--- config.mk ---
export PLATFORM = sky130hd
export DESIGN_NAME = imm_gen_stage
export DESIGN_NICKNAME = d
export VERILOG_FILES = /design/src/rtl/imm_gen_stage_pkg.sv /design/src/rtl/imm_gen_stage_imm_extract.sv /design/src/rtl/imm_gen_stage.sv
export SDC_FILE = /design/constraint.sdc
export NUM_CORES = 1
export LEC_CHECK = 0
export CORE_MARGIN = 2
export CORE_UTILIZATION = 50
export CTS_BUF_LIST = sky130_fd_sc_hd__clkbuf_4 sky130_fd_sc_hd__clkbuf_8
export DETAILED_ROUTE_END_ITERATION = 7
export GPL_ROUTABILITY_DRIVEN = 1
export GPL_TIMING_DRIVEN = 0
export PLACE_DENSITY = 0.75
export SYNTH_ARGS = -nofsm -noshare
export SYNTH_HDL_FRONTEND = slang
export SYNTH_SLANG_ARGS = --single-unit
--- constraint.sdc ---
create_clock -name clock -period 4.8 [get_ports clock]
set_clock_uncertainty 0.1 [all_clocks]
set_input_delay 1.44 -clock clock [delete_from_list [all_inputs] [get_ports clock]]
set_output_delay 1.44 -clock clock [all_outputs]
set_load 0.03 [all_outputs]
--- src/rtl/imm_gen_stage_pkg.sv ---
// -----------------------------------------------------------------------------
// imm_gen_stage_pkg
// Constants shared between the core and the immediate-generation stage:
//   - major opcode values used for format decode
//   - fmt_e, the out_fmt encoding
//   - xlen_legal(), the datapath-width legality check
// -----------------------------------------------------------------------------
package imm_gen_stage_pkg;

   localparam logic [6:0] OPC_LOAD      = 7'b000_0011;
   localparam logic [6:0] OPC_OP_IMM    = 7'b001_0011;
   localparam logic [6:0] OPC_AUIPC     = 7'b001_0111;
   localparam logic [6:0] OPC_OP_IMM_32 = 7'b001_1011;
   localparam logic [6:0] OPC_STORE     = 7'b010_0011;
   localparam logic [6:0] OPC_LUI       = 7'b011_0111;
   localparam logic [6:0] OPC_BRANCH    = 7'b110_0011;
   localparam logic [6:0] OPC_JALR      = 7'b110_0111;
   localparam logic [6:0] OPC_JAL       = 7'b110_1111;
   localparam logic [6:0] OPC_SYSTEM    = 7'b111_0011;

   typedef enum logic [2:0] {
      FMT_NONE = 3'd0,
      FMT_I    = 3'd1,
      FMT_S    = 3'd2,
      FMT_B    = 3'd3,
      FMT_U    = 3'd4,
      FMT_J    = 3'd5,
      FMT_Z    = 3'd6,   // CSR zero-extended immediate
      FMT_SH   = 3'd7    // shift amount
   } fmt_e;

   function automatic bit xlen_legal(input int xlen);
      return (xlen == 32) || (xlen == 64);
   endfunction

endpackage

--- src/rtl/imm_gen_stage_imm_extract.sv ---
// -----------------------------------------------------------------------------
// imm_extract
// Combinational immediate extraction: decodes the instruction format from the
// opcode and produces the XLEN-wide immediate.
//   instr  in   32    raw instruction
//   imm    out  XLEN  extended immediate (0 for FMT_NONE)
//   fmt    out  3     format tag (fmt_e)
// -----------------------------------------------------------------------------
module imm_extract
   import imm_gen_stage_pkg::*;
#(
   parameter int XLEN = 32
) (
   input  logic [31:0]     instr,
   output logic [XLEN-1:0] imm,
   output fmt_e            fmt
);

   logic [6:0] opcode;
   logic [2:0] funct3;
   logic       is_shift;

   assign opcode   = instr[6:0];
   assign funct3   = instr[14:12];
   assign is_shift = (funct3 == 3'b001) || (funct3 == 3'b101);

   always_comb begin
      // NOTE: defaults first, so every path through the case assigns both
      // outputs and no latch is inferred.
      imm = '0;
      fmt = FMT_NONE;
      case (opcode)
         OPC_OP_IMM: begin
            if (is_shift) begin
               // RV64 shamt is 6 bits; instr[25] belongs to funct7 on RV32.
               fmt = FMT_SH;
               imm = (XLEN == 64) ? XLEN'(instr[25:20]) : XLEN'(instr[24:20]);
            end else begin
               fmt = FMT_I;
               imm = XLEN'($signed(instr[31:20]));
            end
         end
         OPC_OP_IMM_32: begin
            // Word ops exist only on RV64; ADDIW shares the OP-IMM I layout.
            if (XLEN == 64) begin
               if (is_shift) begin
                  fmt = FMT_SH;
                  imm = XLEN'(instr[24:20]);
               end else begin
                  fmt = FMT_I;
                  imm = XLEN'($signed(instr[31:20]));
               end
            end
         end
         OPC_LOAD, OPC_JALR: begin
            fmt = FMT_I;
            imm = XLEN'($signed(instr[31:20]));
         end
         OPC_STORE: begin
            fmt = FMT_S;
            imm = XLEN'($signed({instr[31:25], instr[11:7]}));
         end
         OPC_BRANCH: begin
            fmt = FMT_B;
            imm = XLEN'($signed({instr[31], instr[7], instr[30:25],
                                 instr[11:8], 1'b0}));
         end
         OPC_LUI, OPC_AUIPC: begin
            fmt = FMT_U;
            imm = XLEN'($signed({instr[31:12], 12'b0}));
         end
         OPC_JAL: begin
            fmt = FMT_J;
            imm = XLEN'($signed({instr[31], instr[19:12], instr[20],
                                 instr[30:21], 1'b0}));
         end
         OPC_SYSTEM: begin
            // CSR*I forms carry a 5-bit zimm in the rs1 field.
            if (funct3[2]) begin
               fmt = FMT_Z;
               imm = XLEN'(instr[19:15]);
            end
         end
         default: ;
      endcase
   end

endmodule

--- src/rtl/imm_gen_stage.sv ---
// -----------------------------------------------------------------------------
// imm_gen_stage
// Registered immediate-generation stage between fetch and decode. Extracts
// the immediate and format of each accepted instruction, computes pc + imm,
// and presents the result one cycle later behind a valid/ready handshake.
// With SKID=1 a second entry register keeps in_ready registered while still
// sustaining one entry per cycle.
//   clock       in   1     rising-edge clock
//   reset       in   1     synchronous, active-low
//   flush       in   1     drop all held entries
//   in_valid    in   1     input entry valid
//   in_ready    out  1     stage can accept this cycle
//   in_instr    in   32    raw instruction
//   in_pc       in   XLEN  instruction PC
//   out_valid   out  1     output entry valid
//   out_ready   in   1     consumer accepts this cycle
//   out_imm     out  XLEN  extended immediate
//   out_fmt     out  3     format tag (fmt_e)
//   out_pc      out  XLEN  PC of the entry
//   out_target  out  XLEN  out_pc + out_imm, modulo 2^XLEN
// -----------------------------------------------------------------------------
module imm_gen_stage
   import imm_gen_stage_pkg::*;
#(
   parameter int XLEN = 32,
   parameter int SKID = 1
) (
   input  logic            clock,
   input  logic            reset,
   input  logic            flush,
   input  logic            in_valid,
   output logic            in_ready,
   input  logic [31:0]     in_instr,
   input  logic [XLEN-1:0] in_pc,
   output logic            out_valid,
   input  logic            out_ready,
   output logic [XLEN-1:0] out_imm,
   output fmt_e            out_fmt,
   output logic [XLEN-1:0] out_pc,
   output logic [XLEN-1:0] out_target
);

   if (!xlen_legal(XLEN)) begin : g_bad_xlen
      $error("imm_gen_stage: XLEN must be 32 or 64");
   end

   typedef struct packed {
      logic [XLEN-1:0] imm;
      fmt_e            fmt;
      logic [XLEN-1:0] pc;
      logic [XLEN-1:0] target;
   } entry_t;

   logic [XLEN-1:0] ext_imm;
   fmt_e            ext_fmt;
   entry_t          in_entry;
   entry_t          main_q;
   entry_t          skid_q;
   logic            main_valid;
   logic            skid_valid;
   logic            accept;
   logic            drain;

   imm_extract #(.XLEN(XLEN)) u_imm_extract (
      .instr (in_instr),
      .imm   (ext_imm),
      .fmt   (ext_fmt)
   );

   // Target is formed before the register so the output is a clean flop.
   always_comb begin
      in_entry = '{imm: ext_imm, fmt: ext_fmt, pc: in_pc,
                   target: in_pc + ext_imm};
   end

   // Skid variant: skid_valid alone gates in_ready, so there is no
   // combinational path from out_ready to in_ready.
   assign in_ready = (SKID != 0) ? ~skid_valid : (~main_valid | out_ready);
   assign accept   = in_valid & in_ready;
   assign drain    = main_valid & out_ready;

   always_ff @(posedge clock) begin
      // NOTE: non-blocking assignments, so every register here samples the
      // pre-edge values regardless of statement order.
      if (!reset) begin
         // NOTE: data registers are cleared too, so the outputs read
         // zero / FMT_NONE right after reset rather than stale contents.
         main_valid <= 1'b0;
         skid_valid <= 1'b0;
         main_q     <= '0;
         skid_q     <= '0;
      end else if (flush) begin
         main_valid <= 1'b0;
         skid_valid <= 1'b0;
      end else if (drain || !main_valid) begin
         // Main is free this edge: the older skid entry has priority.
         // in_ready is low whenever skid is full, so no accept is lost.
         if (skid_valid) begin
            main_q     <= skid_q;
            main_valid <= 1'b1;
            skid_valid <= 1'b0;
         end else begin
            main_valid <= accept;
            if (accept) main_q <= in_entry;
         end
      end else if (accept && (SKID != 0)) begin
         skid_q     <= in_entry;
         skid_valid <= 1'b1;
      end
   end

   assign out_valid  = main_valid;
   assign out_imm    = main_q.imm;
   assign out_fmt    = main_q.fmt;
   assign out_pc     = main_q.pc;
   assign out_target = main_q.target;

endmodule

==> results.md <==
- Die height: 144.7 um
- Routed len/inst: 19.91 um
- P&R area growth vs syn: 33.47%
- Syn Inst Count: 1286
- DP HPWL: 25820 um
- Worst setup margin: -0.05676 ns
- Arrival @ worst endpoint: 5.16 ns
- Worst setup path endpoint: out_target[30]$_SDFFE_PN0P_
- FF-to-FF Start: skid_valid$_SDFFE_PP0P_
- Peak Freq: 0.2059 GHz
- Vias in the first global route: 9214
- Crit path kind: primary input to flop
- First-pass GRT wire length: 52240 um
- Initial Util: 0.5088
- Std-Cell Rows: 51
- Via total after detailed routing: 10476
- Pin count of the biggest net entering global routing: 19
- Final hold vios: 0
- Congestion Overflow GR: 0
- Total negative slack: -0.1062 ns
- Worst-path clk slew: 0.12 ns
- Failing checks: negative setup slack
- Via/cell ratio: 5.833
- Number of synthesized flops with an enable pin: 0
- Clock Tree Root: clkbuf_8
- Slew Limit Fails: 0
- 1st-pass router iterations: 8
- Worst-skew pair later-pin latency: 0.49 ns
- Worst VDD drop: 192.2 uV
- Critical path origin: in_instr[3]
- Antenna diodes: 0
- Core area: 19460 um2
- Cell area power density: 260.0 nW/um2
- CTS Hold Bufs: 0
- Antenna viol nets, final: 0
- Synth warn: 0
- DRC violations left: 0
- Shortest period the worst path allows: 4.857 ns
- Layout net count: 1620
- Routed WL: 35760 um
- Worst EP required: 5.11 ns
- Reg2reg end: out_target[1]$_SDFFE_PN0P_
- Post-synthesis sequential area ratio: 0.4043
- Slew HR: 0.4405
- Htree depth: 4
- CTS Buf Count: 17
- Worst hold path type: flop to flop
- Asr flop ratio synth: 0
- Initial antenna violation count: 0
- Netlist Area Pre-Place: 9903 um2
- DRT iter0 DRCs: 1060
- CP Max Fanout: 3
- Total nets after synthesis: 1387
- P_leak: 4.986 nW
- Count of cell types in the netlist: 61
- Gr usage total: 0.3308
- Least-Margin Pin Slew: 0.8393 ns
- Placed cells: 1720
- Fillers: 1633
- Gpl congestion: 1.003
- # clock sinks: 200
- Max-cap viol count: 0
- CTS tree: built
- Final setup viols: 3
- Critical Path End Type: flop
- Layout cell share with drive strength beyond 1: 0.1221
- Synth Flop Type: dfxtp_1
- R2R setup slack: 1.61 ns
- Avg Cell Area, Syn: 7.701 um2
- RSZ-0062 raised after global routing: yes
- # port buffers: 168
- Die area: 20950 um2
- Synthesized flop and latch total: 200
- CTS Buffer Depth: 2
- Status: complete, but fails checks
- Final Instance Count excl. Fillers: 1796
- Die width: 144.7 um
- Fin crit share: 1.012
- # IOs: 170
- Register-to-Register Path Depth: 8
- Setup crit start kind: primary input
[layer usage]
| metal | GRT usage | wire [um] |
|---|---|---|
| met5 | 0 | 0 |
| met4 | 0.1323 | 1454 |
| met3 | 0.04771 | 3185 |
| met2 | 0.5123 | 15910 |
| met1 | 0.4656 | 15210 |
[power by group]
| part | total [mW] | switching, mW | internal [mW] |
|---|---|---|---|
| Sequential | 1.74 | 0.0289 | 1.71 |
| Clock | 1.05 | 0.674 | 0.377 |
| Combinational | 0.647 | 0.391 | 0.256 |
[flip-flops by register name, indices dropped and copies added, names as in the netlist]
| signal | cells |
|---|---|
| out_fmt | 3 |
| out_imm | 32 |
| out_pc | 32 |
| out_target | 32 |
| out_valid | 1 |
| skid_q | 99 |
| skid_valid | 1 |
[critical path, cell delays in order]
cell and delay, ns:
buf_8 0.10, buf_8 0.11, buf_4 0.14, nor2_1 0.25, a32o_2 0.28, a21oi_4 0.06, inv_2 0.13, ha_4 0.15
inv_2 0.03, fa_2 0.33, and2b_2 0.26, o2111ai_4 0.16, a211oi_4 0.34, o21ai_2 0.12, a2111oi_4 0.33, buf_4 0.19
o211ai_2 0.09, and4_1 0.20, or2_1 0.23, a221oi_2 0.22
[placed cells by master, fill, tap and decap left out, types with 8 or more instances in the layout]
master             n
o211ai_1          25
buf_4             50
clkbuf_8          20
xnor2_1           17
a21oi_4            8
dfxtp_1          200
o21ai_0           71
clkdlybuf4s50_1  159
mux2i_1           34
nand2_1          233
clkbuf_1          77
inv_1             38
ha_1              20
a211oi_1          66
nor2_1           137
a21o_1            12
a21oi_2           15
nand3_1           11
a21oi_1          133
xor2_1             8
[cells in the mapped netlist (14+ instances only)]
| cell type | count | area, um2 |
|---|---|---|
| nand3_1 | 14 | 70.07 |
| dfxtp_1 | 200 | 4004 |
| ha_1 | 31 | 387.9 |
| nand2_1 | 242 | 908.4 |
| xnor2_1 | 19 | 166.4 |
| nor2_1 | 141 | 529.3 |
| o21ai_0 | 76 | 380.4 |
| a211oi_1 | 67 | 503.0 |
| o211ai_1 | 25 | 187.7 |
| a21oi_1 | 156 | 780.8 |
| mux2i_1 | 34 | 340.3 |
| clkbuf_1 | 88 | 330.3 |
| inv_1 | 41 | 153.9 |
[metrics by stage]
step / hold slack [ns] / setup slack, ns / utilization / power, mW / cell area [um2]
finish: 0.3575 / -0.05676 / 0.6791 / 3.436 / 13220
global route: 0.3744 / -0.1551 / 0.6791 / 3.536 / 13220
CTS: 0.3594 / -0.1018 / 0.6660 / 3.396 / 12960
detailed placement: 0.3451 / -1.590 / 0.6145 / 2.352 / 11960
global placement: 0.3386 / -1.598 / 0.6137 / 2.348 / 11940
floorplan: 0.3283 / 0.005723 / - / 2.093 / 9931
[cells by family after synthesis]
logic type / synth area share
XOR/XNOR: 0.02476
AND/OR/NAND/NOR: 0.1919
multiplexers: 0.03437
flip-flops: 0.4043
buffers and inverters: 0.05231
AO/OA/AOI/OAI: 0.2512
adder cells (fa/ha/maj): 0.04119
[cell type report]
cell class	count	area, um2	area share
Buffer	90	384.1	0.02906
Clock buffer	18	241.5	0.01827
Clock inverter	13	116.4	0.008803
Inverter	42	160.2	0.01212
Multi-Input combinational cell	948	5902	0.4465
Sequential cell	200	4004	0.3029
Tap cell	265	331.6	0.02509
Timing Repair Buffer	220	2078	0.1572
[what timing repair did]
action                     4_1_cts  5_1_grt
pin swaps                       36       30
setup endpoints to repair       54       24
setup buffers                   37       14
resized for setup              119       44
cloned                           0        0
[worst min-delay path by stage]
| stage | start | end | slack, ns | cells after the start |
|---|---|---|---|---|
| 4_1_cts | out_imm[15]$_SDFFE_PN0P_ | out_imm[15]$_SDFFE_PN0P_ | 0.36 | 2 |
| 5_1_grt | out_imm[4]$_SDFFE_PN0P_ | out_imm[4]$_SDFFE_PN0P_ | 0.37 | 2 |
| 6_report | out_imm[4]$_SDFFE_PN0P_ | out_imm[4]$_SDFFE_PN0P_ | 0.36 | 2 |
| 2_1_floorplan | skid_q[30]$_SDFFE_PN0P_ | skid_q[30]$_SDFFE_PN0P_ | 0.33 | 2 |
| 3_3_place_gp | out_imm[4]$_SDFFE_PN0P_ | out_imm[4]$_SDFFE_PN0P_ | 0.34 | 2 |
| 3_5_place_dp | out_imm[4]$_SDFFE_PN0P_ | out_imm[4]$_SDFFE_PN0P_ | 0.35 | 2 |
No activity file was read; power rests on OpenSTA's default activity.
